<file path="src/rtl/key_event_arbiter.sv">
// Per-player scan-code FIFOs round-robin merged onto one valid/ack event port; push to present is 2 edges.
// Backpressure: evt_valid holds until evt_ack, then one GAP cycle; pushes into a full FIFO are dropped and counted.

module key_event_fifo #(
  parameter int DEPTH  = 4,
  parameter int CODE_W = 8
) (
  input  logic              clock,
  input  logic              reset,
  input  logic              push_req,
  input  logic [CODE_W-1:0] push_code,
  input  logic              pop,
  output logic [CODE_W-1:0] head_code,
  output logic              not_empty,
  output logic              full,
  output logic [7:0]        drops
);
  localparam int AW = (DEPTH > 1) ? $clog2(DEPTH) : 1;
  localparam int CW = AW + 1;
  localparam logic [CW-1:0] FULL_CNT = CW'(DEPTH);

  logic [CODE_W-1:0] mem_q [DEPTH];
  logic [CODE_W-1:0] mem_d [DEPTH];
  logic [AW-1:0]     rd_q, rd_d;
  logic [AW-1:0]     wr_q, wr_d;
  logic [CW-1:0]     count_q, count_d;
  logic              full_q, full_d;
  logic [7:0]        drops_q, drops_d;
  logic              push_ok;
  logic              pop_ok;

  always_comb begin
    pop_ok  = pop && (count_q != '0);
    // A pop in the same cycle frees the slot, so a full FIFO can still accept.
    push_ok = push_req && ((count_q < FULL_CNT) || pop_ok);
    mem_d   = mem_q;
    rd_d    = rd_q;
    wr_d    = wr_q;
    count_d = count_q;
    drops_d = drops_q;
    if (push_ok) begin
      mem_d[wr_q] = push_code;
      wr_d        = wr_q + 1'b1;
    end
    if (pop_ok) begin
      rd_d = rd_q + 1'b1;
    end
    case ({push_ok, pop_ok})
      2'b10:   count_d = count_q + 1'b1;
      2'b01:   count_d = count_q - 1'b1;
      default: count_d = count_q;
    endcase
    if (push_req && !push_ok && (drops_q != 8'hFF)) begin
      drops_d = drops_q + 8'd1;
    end
    full_d = (count_d == FULL_CNT);
  end

  always_ff @(posedge clock or posedge reset) begin
    if (reset) begin
      for (int i = 0; i < DEPTH; i++) begin
        mem_q[i] <= '0;
      end
      rd_q    <= '0;
      wr_q    <= '0;
      count_q <= '0;
      full_q  <= 1'b0;
      drops_q <= '0;
    end else begin
      mem_q   <= mem_d;
      rd_q    <= rd_d;
      wr_q    <= wr_d;
      count_q <= count_d;
      full_q  <= full_d;
      drops_q <= drops_d;
    end
  end

  assign head_code = mem_q[rd_q];
  assign not_empty = (count_q != '0);
  assign full      = full_q;
  assign drops     = drops_q;
endmodule

module key_event_arbiter #(
  parameter int DEPTH  = 4,
  parameter int CODE_W = 8
) (
  input  logic              clock,
  input  logic              reset,
  input  logic              p1_ind,
  input  logic [CODE_W-1:0] p1_code,
  input  logic              p2_ind,
  input  logic [CODE_W-1:0] p2_code,
  input  logic              evt_ack,
  output logic              evt_valid,
  output logic [CODE_W-1:0] evt_code,
  output logic              evt_player,
  output logic              p1_full,
  output logic              p2_full,
  output logic [7:0]        p1_drops,
  output logic [7:0]        p2_drops
);
  localparam logic [1:0] ST_IDLE    = 2'd0;
  localparam logic [1:0] ST_PRESENT = 2'd1;
  localparam logic [1:0] ST_GAP     = 2'd2;

  logic [1:0]        state_q, state_d;
  logic [1:0]        prev_q, prev_d;
  logic              evt_valid_q, evt_valid_d;
  logic [CODE_W-1:0] evt_code_q, evt_code_d;
  logic              evt_player_q, evt_player_d;
  logic              last_grant_q, last_grant_d;

  logic              push1, push2;
  logic              pop1, pop2;
  logic              grant;
  logic [CODE_W-1:0] head1, head2;
  logic              ne1, ne2;

  // prev resets high so a key held through reset is not seen as a new press.
  assign prev_d = {p2_ind, p1_ind};
  assign push1  = p1_ind & ~prev_q[0];
  assign push2  = p2_ind & ~prev_q[1];

  key_event_fifo #(.DEPTH(DEPTH), .CODE_W(CODE_W)) u_fifo1 (
    .clock     (clock),
    .reset     (reset),
    .push_req  (push1),
    .push_code (p1_code),
    .pop       (pop1),
    .head_code (head1),
    .not_empty (ne1),
    .full      (p1_full),
    .drops     (p1_drops)
  );

  key_event_fifo #(.DEPTH(DEPTH), .CODE_W(CODE_W)) u_fifo2 (
    .clock     (clock),
    .reset     (reset),
    .push_req  (push2),
    .push_code (p2_code),
    .pop       (pop2),
    .head_code (head2),
    .not_empty (ne2),
    .full      (p2_full),
    .drops     (p2_drops)
  );

  always_comb begin
    state_d      = state_q;
    evt_valid_d  = evt_valid_q;
    evt_code_d   = evt_code_q;
    evt_player_d = evt_player_q;
    last_grant_d = last_grant_q;
    pop1         = 1'b0;
    pop2         = 1'b0;
    grant        = 1'b0;
    case (state_q)
      ST_IDLE: begin
        if (ne1 || ne2) begin
          // Under contention the player not served last wins.
          grant        = (ne1 && ne2) ? ~last_grant_q : ne2;
          pop1         = ~grant;
          pop2         = grant;
          evt_code_d   = grant ? head2 : head1;
          evt_player_d = grant;
          last_grant_d = grant;
          evt_valid_d  = 1'b1;
          state_d      = ST_PRESENT;
        end
      end
      ST_PRESENT: begin
        if (evt_ack) begin
          evt_valid_d = 1'b0;
          state_d     = ST_GAP;
        end
      end
      ST_GAP:  state_d = ST_IDLE;
      default: state_d = ST_IDLE;
    endcase
  end

  always_ff @(posedge clock or posedge reset) begin
    if (reset) begin
      state_q      <= ST_IDLE;
      prev_q       <= 2'b11;
      evt_valid_q  <= 1'b0;
      evt_code_q   <= '0;
      evt_player_q <= 1'b0;
      last_grant_q <= 1'b1;
    end else begin
      state_q      <= state_d;
      prev_q       <= prev_d;
      evt_valid_q  <= evt_valid_d;
      evt_code_q   <= evt_code_d;
      evt_player_q <= evt_player_d;
      last_grant_q <= last_grant_d;
    end
  end

  assign evt_valid  = evt_valid_q;
  assign evt_code   = evt_code_q;
  assign evt_player = evt_player_q;
endmodule

</file>
<file path="config.mk">
export PLATFORM = sky130hd
export DESIGN_NAME = key_event_arbiter
export DESIGN_NICKNAME = d
export VERILOG_FILES = /design/src/rtl/key_event_arbiter.sv
export SDC_FILE = /design/constraint.sdc
export NUM_CORES = 1
export LEC_CHECK = 0
export ABC_CLOCK_PERIOD_IN_PS = 4790
export CAP_MARGIN = 20
export CORE_UTILIZATION = 50
export CTS_CLUSTER_SIZE = 16
export DETAILED_ROUTE_END_ITERATION = 12
export PLACE_DENSITY = 0.71
export SKIP_CTS_REPAIR_TIMING = 1
export SLEW_MARGIN = 15
export SYNTH_ARGS = -nofsm -noshare
export SYNTH_HDL_FRONTEND = slang
export SYNTH_SLANG_ARGS = --single-unit
</file>
<file path="constraint.sdc">
create_clock -name clock -period 4.79 [get_ports clock]
set_clock_uncertainty 0.2 [all_clocks]
set_input_delay 0.479 -clock clock [delete_from_list [all_inputs] [get_ports clock]]
set_output_delay 0.479 -clock clock [all_outputs]
set_load 0.02 [all_outputs]
</file>
Word level (Yosys, flattened, before mapping)
Cells that the tools add are included.

cells by class
  add/subtract/negate cells = 10
  order comparisons = 8
  equal/unequal tests = 11
  mux-type cells = 26
  bitwise operators = 10
  reductions and logical operators = 23

operator list
  kind                                                  number
  bitwise mux 32 bit                                    2
  2-to-1 mux 8 bit                                      7
  binary-select mux 8 bit (select 2 bit)                2
  demux 8 bit (select 2 bit)                            2
  adder 8 x 1 -> 8 bit (second input constant)          2
  inequality test 8 bit (second input constant)         2
  >= comparator 3 bit (second input constant)           4
  inverter 2 -> 3 bit                                   4
  case mux 3 bit (2 select lines)                       2
  logical AND 1 bit                                     11
  adder 2 x 1 -> 2 bit (second input constant)          4
  2-to-1 mux 1 bit                                      7
  adder 3 x 1 -> 3 bit (second input constant)          2
  equality test 2 x 1 -> 1 bit (second input constant)  3
  equality test 3 bit (second input constant)           2
  < comparator 3 x 1 -> 1 bit (second input constant)   2
  < comparator 3 bit (second input constant)            2
  nonzero test 3 bit                                    2
  subtractor 3 x 1 -> 3 bit (second input constant)     2
  equality test 2 bit (second input constant)           2
  2-to-1 mux 2 bit                                      2
  inequality test 2 bit (second input constant)         2
  inverter 1 bit                                        4
  case mux 2 bit (2 select lines)                       1
  8 further kinds                                       13

storage, ports and cells
  register bits = 111
  input bits = 21
  output and inout port bits = 28
  logic and storage cells = 112

Logic depth before layout (Yosys ltp)
Gate-level depths: netlist of run 1.

  depth in word-level cells = 12
  gate-level depth with buffers = 11
  gate-level depth less buffers = 10

Hierarchy
From an unflattened synthesis of run 1, not the netlist that was laid out.

second synthesis, totals
  cell total of the unflattened synthesis = 350
  area, all modules = 5250.0 um^2

by module, submodules not included
  module             instances  cells each  area an instance (um^2)  seq. area each (um^2)
  key_event_fifo     2          150         2298.5                   1201.2
  key_event_arbiter  1          50          653.1                    379.1

Worst setup path before layout of run 1
Ideal clock, no wire load.

  path kind = register to register
  from = reg state_q[1]
  to = reg u_fifo2.full_q (netlist: u_fifo2.full)
  setup time = 88 ps
  arrival = 2405 ps
  required time = 4502 ps
  setup slack = 2097 ps
  stages on the path, launching flop included = 11
  path buffers = 1
  period minus slack after synthesis = 2693 ps
  cells stage by stage = dfrtp_1 -> or2_1 -> nor3_2 -> buf_2 -> ha_1 -> inv_1 -> fa_1 -> xor2_1 -> nor2_1 -> xor2_1 -> nor3b_1

on the way
  word-level cells in the longest chain between the ends = 8
  elaborated cells on any way between the ends = 9
  those cells by class = eq/ne (3); mux (2); reduce/logical (4)

RTL lines
  item                                                                 line  text
  from (decl)                                                          108   logic [1:0] state_q, state_d;
  from (signal assigned)                                               193   state_q <= state_d;
  logical NOT 2 bit (*)                                                159   case (state_q)
  2-to-1 mux 1 bit (*)                                                 159
  logical AND 1 bit (*)                                                33    pop_ok = pop && (count_q != '0);
  via u_fifo2.pop_ok                                                   30    logic pop_ok;
  logical OR 1 bit                                                     35    push_ok = push_req && ((count_q < FULL_CNT) || pop_ok);
  logical AND 1 bit                                                    35
  equality test 2 x 1 -> 1 bit or equality test 2 bit (tied branches)  48    case ({push_ok, pop_ok})
  case mux 3 bit (2 select lines) (*)                                  48
  via u_fifo2.count_d[2]                                               26    logic [CW-1:0] count_q, count_d;
  equality test 3 bit (*)                                              56    full_d = (count_d == FULL_CNT);
  via u_fifo2.full_d                                                   27    logic full_q, full_d;
  to (signal assigned)                                                 74    full_q <= full_d;
  to (decl)                                                            27

Mark *: on every way through the listed nets, which the timed path passes. The rest lies on a longest branch.
A chain may end at the register's enable or synchronous reset.

Final worst setup path of run 1
  from = reg state_q[1]
  to = reg u_fifo2.full_q (netlist: u_fifo2.full)

on the way
  word-level cells in the longest chain between the ends = 8
  elaborated cells on any way between the ends = 9
  those cells by class = eq/ne (3); mux (2); reduce/logical (4)

RTL lines
  item                                                                 line
  logical NOT 2 bit (*)                                                159
  2-to-1 mux 1 bit (*)                                                 159
  logical AND 1 bit (*)                                                33
  logical OR 1 bit                                                     35
  logical AND 1 bit                                                    35
  equality test 2 x 1 -> 1 bit or equality test 2 bit (tied branches)  48
  case mux 3 bit (2 select lines) (*)                                  48
  via u_fifo2.count_d[2]                                               26
  equality test 3 bit (*)                                              56
  via u_fifo2.full_d                                                   27

Marked as above.

==> run_results.csv, run 1 <==
group,metric,value,unit
status,outcome,"finished clean",
yosys,synthTopCellsByArea,"dfrtp_1, mux2_4, mux4_2, mux2_2, mux2_1",
sta,timing.final.crit_share,0.6766,
cts,htree_levels,3,
cts,cts_buffers,9,
floorplan,io_pins,49,
worst_setup_path,r2r_slack,1.55,ns
cts,tritoncts,"yes",
sta,hold_viol,0,
sta,finalMaxSlewViolations,0,
yosys,synth_top_cell_area_share,0.5120,
floorplan,die_area,0.01097,mm^2
sta,max-slew-margin-rel,0.4337,
floorplan,rows,37,
placed_design,gp_congestion,0.7652,
cts,cts_max_path_buffers,2,
yosys,synthMostInstantiatedCell,"dfrtp_1",
cells_and_area,syn_to_final_growth,15.55,%
worst_setup_path,crit_path_end_kind,"flop",
drt,drt_iter0_markers,101,
global_routing,grt_max_degree,70,
global_routing,grt.total_usage,0.1896,
worst_setup_path,cp.required,4.87,ns
floorplan,start_util,0.5136,
job,cap_viol_max_count,0,
cts,clk_pin_slew,0.09,ns
drt,wire_per_inst,17.12,um
cells_and_area,fin_nets,443,
sta,worst_pin_slew,0.8495,ns
placed_design,port_buffers,48,
drt,drc,0,
worst_setup_path,worst-setup-path-type,"reg -> reg",
yosys,async_reset_ff_frac,1.000,
power,power_density,635.8,mW/mm^2
drt,first_pass_iters,4,
placed_design,place_inst,533,
power,peakVddDrop,0.0003000,V
cells_and_area,nFillCells,822,
worst_setup_path,worstPathMaxFanout,13,
global_routing,antenna_found_initial,0,
yosys,synth_edf_count,0,
yosys,syn_area_per_cell,14.79,um^2
sta,setup-violations-final,0,
cells_and_area,stdcell_count,547,
placed_design,place_ws,1.570,ns
hold_path,hp-class,"reg -> reg",
cells_and_area,n_antenna_cell,0,
cts,cts-root-buf,"clkbuf_8",
drt,vias,2948,
cells_and_area,design_area,0.006100,mm^2
yosys,syn_inst,357,
global_routing,grt_overflow_total,0,
sta,tns,0,ns
yosys,ys.warnings.count,0,
drt,ant_nets,0,
global_routing,grt_pass1_wl,15990,um
cts,clock_sinks,111,
power,p_leak,2.803,nW
yosys,ys_top_cells_by_count,"dfrtp_1, mux2_4, nand2_1",
worst_setup_path,start_kind,"flop",
yosys,yosys_register_bits,111,
global_routing,first_global_vias,3141,
yosys,yosysUniqueCellTypes,50,
yosys,ys_seq_area_frac,0.5269,
yosys,synthFlopType,"dfrtp_1",
drt,wl,9364,um
cts,insertion_delay,0.37,ns
floorplan,coreArea,0.01028,mm^2
yosys,syn-num-nets,392,
yosys,syn_area,0.005279,mm^2
sta,fmax,0.3086,GHz
floorplan,die_h,104.8,um
sta,rsz0062_at_grt,"false",
floorplan,die_w,104.8,um
worst_setup_path,cp.arrival,3.32,ns
placed_design,post-dp-hpwl,6443,um
placed_design,placed_area,0.005893,mm^2
power,total_power,3.878,mW
cells_and_area,drive_above_1_share,0.2652,
sta,timing.final.ws_setup,1.549,ns
sta,finalCriticalPeriod,3.241,ns
drt,viasPerCell,5.389,
yosys,synth_top_area_cell,"dfrtp_1",
==> metal layers <==
metal  GRT usage  vias up  routed length (um)
met5           0        -                   0
met4     0.05332        0                  93
met3     0.04055        6                 301
met2      0.3070       58                4571
met1      0.2595     1519                4397
li1            -     1365                   -
==> stage by stage <==
step	hold slack, ns	utilization
5_1_grt	0.3199	0.5935
3_5_place_dp	0.2722	0.5734
3_3_place_gp	0.2595	0.5734
6_report	0.2886	0.5935
2_1_floorplan	0.2548	-
4_1_cts	0.2925	0.5935
==> critical path, stage by stage, from the launching register on <==
cell,delay [ns]
dfrtp_1,0.44
or2_1,0.37
nor3_2,0.73
ha_1,0.31
inv_1,0.07
fa_1,0.37
xor2_1,0.15
nor2_1,0.11
xor2_1,0.20
nor3b_1,0.20
==> cell type report <==
type,instances,area (um^2),share of cell area
inverter,14,55.05,0.009026
sequential,111,2781,0.4560
multi-input combinational,222,2391,0.3920
clock inverter,5,82.58,0.01354
clock buffer,9,123.9,0.02031
timing repair buffer,50,495.5,0.08123
tap,136,170.2,0.02790
==> power breakdown <==
part	total [mW]	internal (mW)	switching (mW)
Sequential	1.73	1.36	0.375
Clock	0.601	0.292	0.308
Combinational	1.54	0.898	0.647
==> logic make-up (layout without fill, tap and decap cells) <==
group	Yosys count	in the layout	share of synthesized area
compound gates	25	25	0.04148
xor+xnor	24	24	0.03982
fa+ha+maj	14	14	0.03603
buf+inv	24	78	0.02015
flops	111	111	0.5269
mux	85	85	0.2387
simple gates	74	74	0.09695
==> path summary, 6_finish.rpt <==
check,endpoint,depth (start not counted),start
hold / removal,u_fifo1.drops[7]$_DFFE_PP0P_,1,u_fifo1.drops[7]$_DFFE_PP0P_
setup / recovery,u_fifo2.full$_DFF_PP0_,9,state_q[1]$_DFFE_PP0P_
hold reg to reg,u_fifo1.drops[7]$_DFFE_PP0P_,1,u_fifo1.drops[7]$_DFFE_PP0P_
setup reg to reg,u_fifo2.full$_DFF_PP0_,9,state_q[1]$_DFFE_PP0P_
max in group asynchronous,u_fifo1.mem_q[18]$_DFFE_PP0P_,3,reset
min in group asynchronous,u_fifo2.drops[4]$_DFFE_PP0P_,2,reset
==> placed cells by master, fill, tap and decap left out, types with 2 or more instances in the layout <==
cell             instances
dfrtp_1                108
xnor2_1                  9
a22oi_1                  8
mux2_4                  33
and4_1                   2
dfstp_2                  3
nor4b_2                  2
clkdlybuf4s50_1         48
mux4_2                  16
buf_4                    2
a21o_1                   3
mux2_2                  19
inv_6                    2
fa_1                     2
ha_1                    12
nand3_1                  6
nor2_1                   5
mux2_1                  16
inv_1                   12
nor3_1                   6
xor2_1                  15
clkbuf_8                 9
nand4_1                  3
nor3b_1                  4
nand2_1                 25
nand2_8                  4
nand2b_1                 2
o21ai_0                  5
nand2_4                  4
bufinv_16                2
nor3_2                   3
==> registers in the layout (all words and copies together) (netlist names), 3 cells and up <==
register / cells
u_fifo2.drops: 8
u_fifo1.drops: 8
u_fifo2.mem_q: 32
u_fifo2.count_q: 3
evt_code: 8
u_fifo1.mem_q: 32
u_fifo1.count_q: 3
No activity file was read; power rests on OpenSTA's default activity.
==> run 2: changes to the inputs <==
--- a/config.mk
+++ b/config.mk
@@ -5,12 +5,12 @@
 export SDC_FILE = /design/constraint.sdc
 export NUM_CORES = 1
 export LEC_CHECK = 0
-export ABC_CLOCK_PERIOD_IN_PS = 4790
+export ABC_CLOCK_PERIOD_IN_PS = 2600
 export CAP_MARGIN = 20
 export CORE_UTILIZATION = 50
 export CTS_CLUSTER_SIZE = 16
 export DETAILED_ROUTE_END_ITERATION = 12
-export PLACE_DENSITY = 0.71
+export PLACE_DENSITY = 0.74
 export SKIP_CTS_REPAIR_TIMING = 1
 export SLEW_MARGIN = 15
 export SYNTH_ARGS = -nofsm -noshare
==> constraint.sdc (replaced) <==
create_clock -name clock -period 2.6 [get_ports clock]
set_clock_uncertainty 0.2 [all_clocks]
set_input_delay 0.26 -clock clock [delete_from_list [all_inputs] [get_ports clock]]
set_output_delay 0.26 -clock clock [all_outputs]
set_load 0.02 [all_outputs]
==> run 2 against run 1 <==
Combinational power up 100%. Register-to-register slack got worse by 1.5 ns. Via count is 3.5% higher. Clock-buffer cell count unchanged. Cell count up 3.1%.
==> run_results.csv, run 2 (synthesized netlist as in run 1, its figures left out) <==
group,metric,value,unit
sta,finalMaxSlewViolations,0,
worst_setup_path,worst-setup-path-type,"reg -> reg",
global_routing,first_global_vias,3223,
power,peakVddDrop,0.0005948,V
global_routing,grt.total_usage,0.1951,
drt,wl,9576,um
cts,tritoncts,"yes",
floorplan,coreArea,0.01028,mm^2
placed_design,port_buffers,48,
drt,first_pass_iters,4,
job,cap_viol_max_count,0,
sta,finalCriticalPeriod,2.506,ns
cts,clk_pin_slew,0.11,ns
cts,clock_sinks,111,
worst_setup_path,cp_num_buf_inv,0,
worst_setup_path,start_kind,"flop",
global_routing,grt_overflow_total,0,
global_routing,grt_max_degree,81,
sta,hold_viol,0,
global_routing,grt_pass1_wl,16710,um
worst_setup_path,cp.required,2.69,ns
cells_and_area,final_common_cell,"dfrtp_1",
placed_design,post-dp-hpwl,6657,um
floorplan,rows,37,
worst_setup_path,cp_slowest_stage_delay,0.43,ns
cts,htree_levels,3,
drt,ant_nets,0,
cells_and_area,fin_util,0.6076,
cells_and_area,nFillCells,821,
power,p_seq_frac,0.435,
drt,viasPerCell,5.411,
power,power_frac_comb,0.428,
cts,cts_buffers,9,
worst_setup_path,worstPathMaxFanout,3,
cells_and_area,syn_to_final_growth,18.30,%
sta,timing.final.ws_setup,0.09442,ns
sta,setup-violations-final,0,
cells_and_area,layout_common_cells,"dfrtp_1, clkdlybuf4s50_1, mux2_4",
power,sw_frac_of_total,0.3552,
placed_design,place_ws,-0.002048,ns
floorplan,io_pins,49,
worst_setup_path,reg2reg_depth,6,
worst_setup_path,r2r_slack,0.09,ns
drt,vias,3052,
worst_setup_path,path_cells,"or3_4, a211oi_2, ha_1, fa_1, mux2_2, nor3b_2",
floorplan,die_h,104.8,um
global_routing,antenna_found_initial,0,
worst_setup_path,setup.worst_path.start,"u_fifo2.count_q[1]$_DFF_PP0_",
status,outcome,"finished clean",
cells_and_area,fin_nets,458,
power,p_switching,2.564,mW
cells_and_area,n_antenna_cell,0,
drt,drt_iter0_markers,107,
worst_setup_path,cp.arrival,2.60,ns
worst_setup_path,cp_slowest_cell,"or3_4",
power,power_density,1156,mW/mm^2
cells_and_area,drive_above_1_share,0.3061,
drt,wire_per_inst,16.98,um
worst_setup_path,cp.depth,6,
sta,timing.final.crit_share,0.9637,
sta,worst_pin_slew,0.6211,ns
floorplan,die_area,0.01097,mm^2
cts,cts_max_path_buffers,2,
drt,drc,0,
power,p_int,4.655,mW
worst_setup_path,crit_path_end_kind,"flop",
sta,max-slew-margin-rel,0.5860,
worst_setup_path,r2r-start,"u_fifo2.count_q[1]$_DFF_PP0_",
worst_setup_path,cp_top_family,"adder cells",
placed_design,gp_congestion,0.7733,
cells_and_area,reg.largest.list,"u_fifo1.mem_q (32), u_fifo2.mem_q (32)",
worst_setup_path,reg2reg_to,"u_fifo1.full$_DFF_PP0_",
floorplan,start_util,0.5136,
sta,fmax,0.3991,GHz
cts,cts-root-buf,"clkbuf_8",
cts,insertion_delay,0.38,ns
worst_setup_path,cp-endpoint,"u_fifo1.full$_DFF_PP0_",
power,pwr-share-clk,0.138,
floorplan,die_w,104.8,um
hold_path,hp-class,"in -> async",
power,p_leak,2.876,nW
-- run 2: cell type report --
| type | count | area (um^2) | share of cell area |
|---|---|---|---|
| clock inverter | 7 | 62.56 | 0.01002 |
| sequential | 111 | 2783 | 0.4456 |
| timing repair buffer | 65 | 620.6 | 0.09938 |
| multi-input combinational | 222 | 2429 | 0.3889 |
| tap | 136 | 170.2 | 0.02725 |
| clock buffer | 9 | 123.9 | 0.01984 |
| inverter | 14 | 56.30 | 0.009016 |
-- run 2: layer usage --
layer,routed length (um),track usage,vias up
met5,0,0,-
met4,91,0.05231,0
met3,335,0.04367,8
met2,4726,0.3079,65
met1,4422,0.2736,1573
li1,-,-,1406
-- run 2: how the worst min path moves through the flow --
| stage | end | start |
|---|---|---|
| after floorplan | prev_q[0]$_DFF_PP1_ | p1_ind |
| after global placement | evt_code[4]$_DFFE_PP0P_ | evt_code[4]$_DFFE_PP0P_ |
| after detailed placement | evt_code[4]$_DFFE_PP0P_ | evt_code[4]$_DFFE_PP0P_ |
| after CTS | u_fifo1.full$_DFF_PP0_ | reset |
| after global routing | u_fifo1.full$_DFF_PP0_ | reset |
| final | u_fifo1.full$_DFF_PP0_ | reset |
-- run 2: power groups by stage --
stage	Combinational, mW	Clock, mW	Sequential, mW
final	3.09	0.993	3.14
after global routing	3.36	1.09	3.27
after CTS	3.08	1.03	3.14
after detailed placement	3.07	0	3.17
after global placement	2.97	0	3.12
after floorplan	2.18	0	3.10
-- run 2: metrics by stage --
step,instance area (um^2),hold WS [ns],std cells,power (mW),setup TNS (ns)
3_3_place_gp,6041,0.2654,548,6.091,0
4_1_cts,6227,0.01578,564,7.255,0
3_5_place_dp,6041,0.2724,548,6.243,-0.002048
5_1_grt,6245,0.02871,564,7.727,-0.06701
6_report,6245,0.02527,564,7.220,0
2_1_floorplan,5306,0.06448,357,5.285,0
